==> src/rtl/pacman_mover.sv <==
// Tile-stepping mover for a Pac-Man style maze: buffers the requested direction,
// asks the wall ROM about neighbouring tiles once per movement tick, and advances.
module pacman_mover #(
    parameter int GRID_W   = 28,
    parameter int GRID_H   = 31,
    parameter int MOVE_DIV = 2500000,
    parameter int START_X  = 13,
    parameter int START_Y  = 23
) (
    input  logic       clk,
    input  logic       reset,
    input  logic [2:0] direction,
    output logic [4:0] query_x,
    output logic [4:0] query_y,
    input  logic       wall_hit,
    output logic [4:0] pos_x,
    output logic [4:0] pos_y,
    output logic [2:0] heading,
    output logic       moved,
    output logic       blocked
);

    localparam logic [2:0]  DIR_NONE  = 3'd0;
    localparam logic [2:0]  DIR_RIGHT = 3'd1;
    localparam logic [2:0]  DIR_DOWN  = 3'd4;
    localparam logic [4:0]  X_MAX     = 5'(GRID_W - 1);
    localparam logic [4:0]  Y_MAX     = 5'(GRID_H - 1);
    localparam logic [4:0]  X_START   = 5'(START_X);
    localparam logic [4:0]  Y_START   = 5'(START_Y);
    localparam logic [23:0] CNT_MAX   = 24'(MOVE_DIV - 1);

    typedef enum logic [2:0] {IDLE, Q_WANT, S_WANT, Q_HEAD, S_HEAD} state_t;

    state_t      state_reg, state_next;
    logic [23:0] cnt_reg, cnt_next;
    logic [2:0]  want_reg, want_next;
    logic [2:0]  heading_reg, heading_next;
    logic [2:0]  step_dir_reg, step_dir_next;
    logic [4:0]  pos_x_reg, pos_x_next;
    logic [4:0]  pos_y_reg, pos_y_next;
    logic [4:0]  query_x_reg, query_x_next;
    logic [4:0]  query_y_reg, query_y_next;
    logic        oob_reg, oob_next;
    logic        moved_reg, moved_next;
    logic        blocked_reg, blocked_next;

    logic        tick;
    logic        hit;

    // Neighbour table indexed by direction code; unused codes map to the current tile.
    logic [4:0]  nbr_x   [0:7];
    logic [4:0]  nbr_y   [0:7];
    logic        nbr_oob [0:7];

    genvar gi;
    generate
        for (gi = 0; gi < 8; gi++) begin : g_nbr
            if (gi == 1) begin : g_right
                assign nbr_x[gi]   = (pos_x_reg == X_MAX) ? 5'd0 : pos_x_reg + 5'd1;
                assign nbr_y[gi]   = pos_y_reg;
                assign nbr_oob[gi] = 1'b0;
            end else if (gi == 2) begin : g_left
                assign nbr_x[gi]   = (pos_x_reg == 5'd0) ? X_MAX : pos_x_reg - 5'd1;
                assign nbr_y[gi]   = pos_y_reg;
                assign nbr_oob[gi] = 1'b0;
            end else if (gi == 3) begin : g_up
                // Off the top edge: keep the query on the current tile and force a wall.
                assign nbr_x[gi]   = pos_x_reg;
                assign nbr_y[gi]   = (pos_y_reg == 5'd0) ? pos_y_reg : pos_y_reg - 5'd1;
                assign nbr_oob[gi] = (pos_y_reg == 5'd0);
            end else if (gi == 4) begin : g_down
                assign nbr_x[gi]   = pos_x_reg;
                assign nbr_y[gi]   = (pos_y_reg == Y_MAX) ? pos_y_reg : pos_y_reg + 5'd1;
                assign nbr_oob[gi] = (pos_y_reg == Y_MAX);
            end else begin : g_self
                assign nbr_x[gi]   = pos_x_reg;
                assign nbr_y[gi]   = pos_y_reg;
                assign nbr_oob[gi] = 1'b0;
            end
        end
    endgenerate

    assign tick = (cnt_reg == CNT_MAX);
    assign hit  = wall_hit | oob_reg;

    // State register
    always_ff @(posedge clk) begin
        if (!reset) begin
            state_reg <= IDLE;
        end else begin
            state_reg <= state_next;
        end
    end

    // Next-state logic
    always_comb begin
        state_next = state_reg;
        case (state_reg)
            IDLE: begin
                if (tick && want_reg != DIR_NONE) begin
                    state_next = Q_WANT;
                end else if (tick && heading_reg != DIR_NONE) begin
                    state_next = Q_HEAD;
                end
            end
            Q_WANT: state_next = S_WANT;
            S_WANT: begin
                if (hit && heading_reg != DIR_NONE) begin
                    state_next = Q_HEAD;
                end else begin
                    state_next = IDLE;
                end
            end
            Q_HEAD: state_next = S_HEAD;
            S_HEAD: state_next = IDLE;
            default: state_next = IDLE;
        endcase
    end

    // Datapath and pulse outputs
    always_comb begin
        cnt_next      = tick ? 24'd0 : cnt_reg + 24'd1;
        want_next     = want_reg;
        heading_next  = heading_reg;
        step_dir_next = step_dir_reg;
        pos_x_next    = pos_x_reg;
        pos_y_next    = pos_y_reg;
        query_x_next  = query_x_reg;
        query_y_next  = query_y_reg;
        oob_next      = oob_reg;
        moved_next    = 1'b0;
        blocked_next  = 1'b0;

        if (direction >= DIR_RIGHT && direction <= DIR_DOWN) begin
            want_next = direction;
        end

        case (state_reg)
            IDLE: begin
                if (tick && want_reg != DIR_NONE) begin
                    query_x_next  = nbr_x[want_reg];
                    query_y_next  = nbr_y[want_reg];
                    oob_next      = nbr_oob[want_reg];
                    step_dir_next = want_reg;
                end else if (tick && heading_reg != DIR_NONE) begin
                    query_x_next  = nbr_x[heading_reg];
                    query_y_next  = nbr_y[heading_reg];
                    oob_next      = nbr_oob[heading_reg];
                    step_dir_next = heading_reg;
                end
            end
            S_WANT: begin
                // The direction latched at query time becomes the heading, so a
                // want change during the lookup cannot mislabel the move.
                if (!hit) begin
                    pos_x_next   = query_x_reg;
                    pos_y_next   = query_y_reg;
                    heading_next = step_dir_reg;
                    moved_next   = 1'b1;
                end else if (heading_reg != DIR_NONE) begin
                    query_x_next  = nbr_x[heading_reg];
                    query_y_next  = nbr_y[heading_reg];
                    oob_next      = nbr_oob[heading_reg];
                    step_dir_next = heading_reg;
                end
            end
            S_HEAD: begin
                if (!hit) begin
                    pos_x_next = query_x_reg;
                    pos_y_next = query_y_reg;
                    moved_next = 1'b1;
                end else begin
                    heading_next = DIR_NONE;
                    blocked_next = 1'b1;
                end
            end
            default: ;
        endcase
    end

    always_ff @(posedge clk) begin
        if (!reset) begin
            cnt_reg      <= 24'd0;
            want_reg     <= DIR_NONE;
            heading_reg  <= DIR_NONE;
            step_dir_reg <= DIR_NONE;
            pos_x_reg    <= X_START;
            pos_y_reg    <= Y_START;
            query_x_reg  <= X_START;
            query_y_reg  <= Y_START;
            oob_reg      <= 1'b0;
            moved_reg    <= 1'b0;
            blocked_reg  <= 1'b0;
        end else begin
            cnt_reg      <= cnt_next;
            want_reg     <= want_next;
            heading_reg  <= heading_next;
            step_dir_reg <= step_dir_next;
            pos_x_reg    <= pos_x_next;
            pos_y_reg    <= pos_y_next;
            query_x_reg  <= query_x_next;
            query_y_reg  <= query_y_next;
            oob_reg      <= oob_next;
            moved_reg    <= moved_next;
            blocked_reg  <= blocked_next;
        end
    end

    assign query_x = query_x_reg;
    assign query_y = query_y_reg;
    assign pos_x   = pos_x_reg;
    assign pos_y   = pos_y_reg;
    assign heading = heading_reg;
    assign moved   = moved_reg;
    assign blocked = blocked_reg;

endmodule

==> config.mk <==
export PLATFORM = sky130hd
export DESIGN_NAME = pacman_mover
export DESIGN_NICKNAME = d
export VERILOG_FILES = /design/src/rtl/pacman_mover.sv
export SDC_FILE = /design/constraint.sdc
export NUM_CORES = 1
export LEC_CHECK = 0
export BUFFER_PORTS_ARGS = -buffer_cell sky130_fd_sc_hd__buf_2
export CAP_MARGIN = 5
export CORE_MARGIN = 5
export CORE_UTILIZATION = 60
export CTS_CLUSTER_DIAMETER = 80
export DETAILED_ROUTE_END_ITERATION = 8
export GPL_ROUTABILITY_DRIVEN = 0
export MAX_ROUTING_LAYER = met4
export PLACE_DENSITY = 0.88
export SLEW_MARGIN = 15
export SYNTH_ARGS = -nofsm -noshare
export SYNTH_HDL_FRONTEND = slang
export SYNTH_SLANG_ARGS = --single-unit
export TNS_END_PERCENT = 10
==> constraint.sdc <==
create_clock -name clk -period 3.5 [get_ports clk]
set_clock_uncertainty 0.1 [all_clocks]
set_input_delay 0.525 -clock clk [delete_from_list [all_inputs] [get_ports clk]]
set_output_delay 0.525 -clock clk [all_outputs]
set_load 0.02 [all_outputs]
==> Word level (Yosys, flattened, before mapping) <==
Index checks and enable logic that the tools add are counted.
{ "totals": {"reg_bits": 59, "latch_bits": 0, "ramBits": 0, "mem_bits_ro": 0, "in_bits": 6, "out_inout_bits": 25, "word_cells": 107, "n_memories": 0} }
{ "classes": {"n_addsub": 5, "n_mul": 0, "div_mod_pow": 0, "n_lt_le_gt_ge": 4, "n_eq_ne": 12, "shifts": 0, "mux": 51, "bitwise_logic": 5, "n_reduce_logical": 18} }
{ "op_table": {"columns": ["op", "n"], "rows": [
  ["$mux 5", 20],
  ["$bmux 5 s3", 4],
  ["$add 24x1->24 const B", 1],
  ["$eq 24x22->1 const B", 1],
  ["$mux 3", 8],
  ["$pmux 5 s2", 2],
  ["$pmux 3 s2", 2],
  ["$pmux 3 s4", 1],
  ["$add 5x1->5 const B", 2],
  ["$eq 5x5->1 const B", 2],
  ["$logic_not 5->1", 2],
  ["$mux 1", 10],
  ["$sub 5x1->5 const B", 2],
  ["$ge 4x4->1 const B", 2],
  ["$ne 2x2->1 const B", 4],
  ["$not 3->4", 2],
  ["$bmux 1 s3", 2],
  ["$eq 3x2->1 const B", 2],
  ["$reduce_and 2->1", 3],
  ["$reduce_bool 3->1", 2],
  ["$logic_and 1x1->1", 4],
  ["$reduce_and 4->1", 1],
  ["$reduce_bool 2->1", 2],
  ["$reduce_or 2->1", 2],
  ["11 further kinds", 12]
]} }

==> Depth between registers and ports, before layout <==
Gate-level depths: netlist of run 1.
{ "logic_depth": {"word_depth": 8, "depth_mapped": 8, "depth_no_buf": 8} }

==> Least setup slack after synthesis of run 1 <==
No wires, ideal clock.
{ "synth_path": {"path_kind": "flip-flop to flip-flop", "from": "reg pos_y_reg[1] (netlist: pos_y[1])", "to": "reg query_y_reg[1] (netlist: query_y[1])", "arrival_ps": 2016, "required_ps": 3263, "path_slack_ps": 1247, "path_stages_with_launch": 9, "period_less_slack_ps": 2253, "path_cell_list": "dfxtp_1 > inv_1 > ha_1 > nor4b_1 > o41ai_1 > a222oi_1 > nand2_1 > o211ai_1 > nand3_1"} }
{ "synth_via": {"elab_chain_len": 8} }
{ "synth_lines": {"columns": ["item", "line_no", "text"], "rows": [
  ["from (decl)", "40", "logic [4:0] pos_y_reg, pos_y_next;"],
  ["from (signal assigned)", "200", "pos_y_reg <= pos_y_next;"],
  ["$add 5x1->5 (tied with other cells)", "73", "assign nbr_y[gi] = (pos_y_reg == Y_MAX) ? pos_y_reg : pos_y_reg + 5'd1;"],
  ["$mux 5, on equally long branches", "73, 69", null],
  ["$bmux 5 s3", "147, 162", null],
  ["$mux 5 (implied by the code) (2 in a row)", "147, 162", null],
  ["$mux 5, on equally long branches", "160, 145", null],
  ["$mux 5, on equally long branches", "155, 140", null],
  ["$pmux 5 s2 *", "138", "case (state_reg)"],
  ["to (signal assigned)", "202", "query_y_reg <= query_y_next;"],
  ["to (decl)", "42", "logic [4:0] query_y_reg, query_y_next;"]
]} }
Mark *: on every way between the ends. The rest lies on a longest branch, timed or not. The select of a mux whose other input is x is not followed.
A chain may end at the register's enable or synchronous reset.

==> Worst setup path in the final report of run 1 <==
{ "layout_path": {"from": "reg pos_y_reg[1] (netlist: pos_y[1])", "to": "reg query_y_reg[0] (netlist: query_y[0])"} }
{ "layout_via": {"elab_chain_len": 8} }
{ "layout_lines": {"columns": ["item", "line_no"], "rows": [
  ["$eq 5x5->1 or $logic_not 5->1 (tied branches)", "73, 69"],
  ["$mux 5, on equally long branches", "73, 69"],
  ["$bmux 5 s3", "147, 162"],
  ["$mux 5 (implied by the code) (2 in a row)", "147, 162"],
  ["$mux 5, on equally long branches", "160, 145"],
  ["$mux 5, on equally long branches", "155, 140"],
  ["$pmux 5 s2 *", "138"]
]} }
Marks and branches as above.

==> flow_summary.toml, run 1 <==
[die]
die_area_sq_um = 7580
die_x_microns = 87.1
core.rowCount = 28
ios = 31
core_sq_um = 5850
die_h_microns = 87.1
initial_core_util = 0.609

[route]
ant_nets = 0
dr.pass1.iters = 8
route.vias.total = 3489
wire_per_inst_microns = 16.2
wirelength_microns = 8950
drtIter0Drc = 316
drc = 0
via_per_inst = 6.32

[grt]
grt_usage = 0.255
grt_pass1_vias = 3223
grt_pass1_wl_microns = 15100
antenna_found_initial = 0
grt_max_degree = 24
grt_overflow = 0

[layout]
stdcell_count = 552
fin_util = 0.672
nets = 484
layout-drive-gt1-share = 0.143
mostFrequentLayoutCells = "nor2_1 (62), dfxtp_1 (59), nand2_1 (42), buf_2 (30), nand3_1 (25)"
largest_reg_flops = 24
area_growth_pct = 10.3
layout_commonest_cell = "nor2_1"
antennaDiodeCount = 0
final_area_sq_um = 3930

[sta]
rsz0062_at_grt = "no"
max_slew_margin = 0.389
report.final.slew_viol_count = 0
worst_pin_slew_ps = 904
layout_min_cycle_time_ps = 2680
finalCritPeriodShare = 0.764
timing.fmax_ghz = 0.374
whs_ps = 353
setup_tns_ps = 0
setup_viol = 0
setup_slack_ps = 825
hold_violations = 0

[place]
dp_hpwl_microns = 6030
place_area_sq_um = 3720
pre_cts_slack_ps = 898
port-buffer-count = 30
place_inst = 536

[min_path]
min_from = "step_dir_reg[2]"
hp-class = "reg2reg"

[clock_tree]
ctsRootBufferMaster = "clkbuf_8"
cts.sinks = 59
hold_buffers = 0
worstSkewPairLatency_ps = 340
clockBufferDepth = 2
h-tree-depth = 3
clkTransAtPathRegs_ps = 70
cts_buffers = 9
cts_setup_buffers = 0
cts_tree = "built"
cts-resized-gates = 0

[synthesis]
syn_nets = 465
ys_ff_latch = 59
synth_edf_count = 0
synth.avg_cell_area_sq_um = 7.86
synth.distinct_cells = 62
syn_area_sq_um = 3560
async_reset_ff_frac = 0
postSynthCellCount = 453
ys_seq_area_frac = 0.332
ys_warn_count = 0
synth_ff_type = "dfxtp_1"

[power]
irDropWorstVdd_v = 0.000256
total_power_mw = 1.39
p_leak_nw = 1.53
power_density_nw_per_um2 = 355

[outcome]
status = "finished clean"

[flow_run]
maxCapViolCount = 0

[critical_path]
r2r_slack_ps = 820
path_max_fanout = 10
crit_required_ps = 3620
path_class = "reg2reg"
timing.rr.start = "pos_y[1]"
worstSetupStartpointType = "flop"
crit_path_end_kind = "flop"
worstSetupStartpoint = "pos_y[1]"
critPathArrivalTime_ps = 2790
-- routing by layer --
metal / up-vias / GRT usage / wire length (microns)
li1: 1663 / - / -
met4: 0 / 0.0949 / 170
met2: 177 / 0.418 / 4250
met5: - / - / 0
met1: 1619 / 0.308 / 3730
met3: 30 / 0.0549 / 792
-- kinds of logic after synthesis --
family                   synth area share
AO/OA/AOI/OAI                       0.188
adder cells (fa/ha/maj)            0.0211
flip-flops                          0.332
buffers and inverters              0.0481
multiplexers                       0.0580
AND/OR/NAND/NOR                     0.292
XOR/XNOR                           0.0615
-- final cells by class --
cell class	count	area, sq um
fillers	458	1920
clock buffers	12	155
well taps	75	93.8
clock inverters	4	48.8
inverters	16	60.1
multi-input cells	352	2210
flip-flops and latches	59	1180
repair buffers	34	180
-- worst max-delay path, cell delays in order (launching register included) --
cell     delay [ps]
dfxtp_1         420
inv_1           170
ha_1            270
nor4b_1         760
or2_2           260
o22ai_1          90
mux2i_1         210
xnor2_1         170
a21oi_1          90
-- worst paths after layout --
| check | endpoint | cells past startpoint |
|---|---|---|
| max | query_y[0] | 8 |
| min | step_dir_reg[2] | 2 |
| max reg2reg | query_y[0] | 8 |
| min reg2reg | step_dir_reg[2] | 2 |
-- Yosys cell counts (all sizes together) (2+ instances only) --
library cell,instances,share of area
nor4,4,0.0070
a32oi,2,0.0049
nand2,43,0.046
a22o,2,0.0049
a31oi,8,0.014
nor4b,4,0.018
a221oi,2,0.0049
xor2,10,0.025
a22oi,5,0.011
o221ai,3,0.0074
nand3,25,0.035
mux2,5,0.016
dfxtp,59,0.33
nor3,10,0.014
nor2b,6,0.011
a211oi,6,0.014
and3,14,0.025
or3,5,0.012
and4,2,0.0049
nand4,7,0.012
nor3b,3,0.0063
nand4b,2,0.0049
o31ai,4,0.014
or2,2,0.0035
ha,6,0.021
nor2,62,0.065
o21ai,17,0.024
o22ai,10,0.018
and2,5,0.0088
buf,5,0.0084
nand2b,7,0.012
o211ai,11,0.023
xnor2,15,0.037
inv,15,0.016
a21oi,18,0.025
mux2i,15,0.042
clkbuf,21,0.023
-- power breakdown --
| part | switching, mW | internal (mW) |
|---|---|---|
| Sequential | 0.00860 | 0.676 |
| Clock | 0.283 | 0.367 |
| Combinational | 0.0404 | 0.0196 |
| Total | 0.332 | 1.06 |
No activity file was read; power rests on OpenSTA's default activity.
==> inputs of run 2 (changes only) <==
==> constraint.sdc (replaced) <==
create_clock -name clk -period 2.7 [get_ports clk]
set_clock_uncertainty 0.1 [all_clocks]
set_input_delay 0.405 -clock clk [delete_from_list [all_inputs] [get_ports clk]]
set_output_delay 0.405 -clock clk [all_outputs]
set_load 0.02 [all_outputs]
==> flow_summary.toml, run 2 (synthesis gave the netlist of run 1 again) <==
[sta]
whs_ps = 248
rsz0062_at_grt = "no"
max_slew_margin = 0.568
report.final.slew_viol_count = 0
timing.fmax_ghz = 0.422
layout_min_cycle_time_ps = 2370
worst_pin_slew_ps = 647
setup_viol = 0
setup_tns_ps = 0
finalCritPeriodShare = 0.879
hold_violations = 0

[route]
wirelength_microns = 9190
ant_nets = 0
dr.pass1.iters = 8
drc = 0
drtIter0Drc = 471
wire_per_inst_microns = 16.4
route.vias.total = 3585
via_per_inst = 6.39

[outcome]
status = "finished clean"

[layout]
layout_commonest_cell = "nor2_1"
fill_cells = 456
area_growth_pct = 12.3
antennaDiodeCount = 0
layout-drive-gt1-share = 0.156
nets = 493
largest_reg_flops = 24
mostFrequentLayoutCells = "nor2_1 (62), dfxtp_1 (59), nand2_1 (42), buf_2 (30), nand3_1 (25)"

[clock_tree]
ctsRootBufferMaster = "clkbuf_8"
worstSkewPairLatency_ps = 350
h-tree-depth = 3
cts_setup_buffers = 0
cts.sinks = 59
hold_buffers = 0
clkTransAtPathRegs_ps = 70
cts_buffers = 9
clockBufferDepth = 2
cts-resized-gates = 0
cts_tree = "built"

[critical_path]
rr_endpoint = "query_x[4]"
crit_path_end_kind = "flop"
crit_end = "query_x[4]"
crit_required_ps = 2880
timing.rr.start = "pos_x[0]"
worstSetupStartpointType = "flop"
r2r_slack_ps = 330
path_class = "reg2reg"
worstSetupStartpoint = "pos_x[0]"
critPathArrivalTime_ps = 2550
path_max_fanout = 9
ff2ff_path_depth = 8

[grt]
grt_max_degree = 23
grt_usage = 0.263
antenna_found_initial = 0
grt_pass1_wl_microns = 15500
grt_pass1_vias = 3369
grt_overflow = 0

[power]
power_density_nw_per_um2 = 463
total_power_mw = 1.85
irDropWorstVdd_v = 0.000409
p_leak_nw = 1.57

[min_path]
whs_path_depth = 3
hp-class = "in2reg"
min_from = "direction[2]"

[die]
die_h_microns = 87.1
die_x_microns = 87.1
initial_core_util = 0.609
core.rowCount = 28
ios = 31
core_sq_um = 5850
die_area_sq_um = 7580

[place]
port-buffer-count = 30
dp_hpwl_microns = 6210

[flow_run]
maxCapViolCount = 0
run 2: stage by stage:
step,util,std cells,area (sq um),setup slack [ps]
6_report,0.684,561,4000,328
5_1_grt,0.684,561,4000,221
4_1_cts,0.684,561,4000,390
3_5_place_dp,0.648,545,3790,437
3_3_place_gp,0.648,545,3790,503
2_1_floorplan,-,453,3560,447
run 2: power breakdown:
part / leakage, nW / internal (mW) / switching (mW)
Clock: 0.103 / 0.517 / 0.361
Combinational: 0.990 / 0.0299 / 0.0536
Sequential: 0.477 / 0.877 / 0.0125
run 2: worst min path at each step:
stage                             end  slack [ps]
after floorplan            cnt_reg[0]         330
after global placement     cnt_reg[0]         340
after detailed placement   cnt_reg[0]         350
after CTS                 want_reg[2]         240
after global routing      want_reg[2]         260
final                     want_reg[2]         250
run 2: per-layer routing:
metal | GRT usage | vias to the layer above | part of all wire
li1 | - | 1680 | -
met1 | 0.311 | 1644 | 0.40
met2 | 0.412 | 204 | 0.46
met3 | 0.0587 | 57 | 0.099
met4 | 0.146 | 0 | 0.044
met5 | - | - | 0
run 2: area by class of cell:
cell class / count / area [sq um] / share of cell area
Multi-Input combinational cell: 352 / 2210 / 0.552
Sequential cell: 59 / 1180 / 0.295
Timing Repair Buffer: 43 / 248 / 0.0619
Clock buffer: 11 / 131 / 0.0328
Tap cell: 75 / 93.8 / 0.0235
Clock inverter: 5 / 77.6 / 0.0194
Inverter: 16 / 60.1 / 0.0150
run 2: worst max-delay path, cell delays in order, from the launching register on:
cell,delay (ps)
dfxtp_1,390
inv_1,120
ha_1,260
or4b_2,670
inv_1,140
a221oi_1,100
a31oi_1,240
o211ai_1,120
o21ai_0,170
==> inputs of run 3 (changes only) <==
==> constraint.sdc (replaced) <==
create_clock -name clk -period 2.8 [get_ports clk]
set_clock_uncertainty 0.1 [all_clocks]
set_input_delay 0.42 -clock clk [delete_from_list [all_inputs] [get_ports clk]]
set_output_delay 0.42 -clock clk [all_outputs]
set_load 0.02 [all_outputs]
==> flow_summary.toml, run 3 (synthesis gave the netlist of run 1 again) <==
[clock_tree]
clkTransAtPathRegs_ps = 70
cts_setup_buffers = 0
cts_buffers = 9
worstSkewPairLatency_ps = 350
cts.sinks = 59
h-tree-depth = 3
cts_tree = "built"
clockBufferDepth = 2
ctsRootBufferMaster = "clkbuf_8"
cts-resized-gates = 0
hold_buffers = 0

[route]
via_per_inst = 6.23
wirelength_microns = 9000
dr.pass1.iters = 6
route.vias.total = 3471
ant_nets = 0
wire_per_inst_microns = 16.2
drc = 0
drtIter0Drc = 412

[grt]
grt_pass1_wl_microns = 15200
grt_pass1_vias = 3190
grt_overflow = 0
antenna_found_initial = 0
grt_usage = 0.260
grt_max_degree = 23

[critical_path]
worstSetupStartpointType = "flop"
crit_path_top_delay_cell = "o31a_1"
critPathArrivalTime_ps = 2490
path_class = "reg2reg"
crit_required_ps = 2920
cp_cell_sequence = "ha_1, and4_1, nand2_1, or3_4, o31a_1, nor2_1, a21oi_1"
path_max_fanout = 12
crit_path_end_kind = "flop"
slowest_delay_ps = 460
r2r_slack_ps = 430

[layout]
layout_commonest_cell = "nor2_1"
largest_reg_flops = 24
fill_cells = 469
antennaDiodeCount = 0
area_growth_pct = 11.3
layout-drive-gt1-share = 0.149
nets = 490
multi_input_area_sq_um = 2210
seqCellArea_sq_um = 1180
mostFrequentLayoutCells = "nor2_1 (62), dfxtp_1 (59), nand2_1 (42), buf_2 (30), nand3_1 (25)"

[sta]
whs_ps = 257
layout_min_cycle_time_ps = 2370
report.final.slew_viol_count = 0
rsz0062_at_grt = "no"
setup_slack_ps = 433
finalCritPeriodShare = 0.845
hold_violations = 0
setup_tns_ps = 0
setup_viol = 0
worst_pin_slew_ps = 673
timing.fmax_ghz = 0.422
max_slew_margin = 0.550

[place]
port-buffer-count = 30
pre_cts_slack_ps = 466
dp_hpwl_microns = 6100

[die]
die_h_microns = 87.1
die_x_microns = 87.1
initial_core_util = 0.609
core_sq_um = 5850
core.rowCount = 28
die_area_sq_um = 7580
ios = 31

[power]
internal_power_mw = 1.33
swShare = 0.231
power_density_nw_per_um2 = 436
power_frac_clock = 0.457
seq_power_share = 0.497
comb_power_share = 0.045
irDropWorstVdd_v = 0.000322
p_sw_mw = 0.400
p_leak_nw = 1.55

[flow_run]
maxCapViolCount = 0

[min_path]
hp-class = "in2reg"

[outcome]
status = "finished clean"
==> run 3: cell types whose count changed in the layout (fill, tap and decap cells not counted) <==
cell / previous run / this run
buf_4: 13 / 10
clkbuf_8: 9 / 11
bufinv_16: 2 / 1
clkinv_2: 2 / 1
clkinvlp_4: 1 / 0
==> run 3: critical path, delay by kind of cell (launching register included) <==
family | cells | cell delay, ps
AOI/OAI and AO/OA | 2 | 560
adders and majority gates | 1 | 250
DFF | 1 | 380
and+or+nand+nor | 4 | 970
==> run 3: final timing paths <==
check / cells after the start / end / from
setup / recovery: 7 / query_y[0] / cnt_reg[0]
hold / removal: 3 / want_reg[2] / direction[2]
setup reg to reg: 7 / query_y[0] / cnt_reg[0]
hold reg to reg: 2 / step_dir_reg[2] / step_dir_reg[2]
==> run 3: final cells by class <==
cell class | instances | area share
clock buffer | 13 | 0.0401
sequential | 59 | 0.298
inverter | 16 | 0.0152
clock inverter | 2 | 0.00884
tap | 75 | 0.0237
timing repair buffer | 40 | 0.0568
multi-input combinational | 352 | 0.557
==> run 3: power groups by stage <==
stage	registers [mW]	logic [mW]	clock network [mW]
after floorplan	0.868	0.0571	0
after global placement	0.876	0.0736	0
after detailed placement	0.877	0.0757	0
after CTS	0.858	0.0769	0.800
after global routing	0.859	0.0862	0.846
final	0.859	0.0786	0.790
==> run 3: per-stage QoR <==
| stage | utilization | instance area, sq um | std cells | power (mW) |
|---|---|---|---|---|
| after floorplan | - | 3560 | 453 | 0.925 |
| after global placement | 0.644 | 3770 | 542 | 0.950 |
| after detailed placement | 0.644 | 3770 | 542 | 0.953 |
| after CTS | 0.678 | 3960 | 557 | 1.73 |
| after global routing | 0.678 | 3960 | 557 | 1.79 |
| final | 0.678 | 3960 | 557 | 1.73 |
==> run 3: routing by layer <==
metal | vias up | wire (microns) | track usage
li1 | 1679 | - | -
met3 | 25 | 770 | 0.0605
met5 | - | 0 | -
met1 | 1600 | 3770 | 0.321
met4 | 0 | 200 | 0.0992
met2 | 167 | 4260 | 0.411
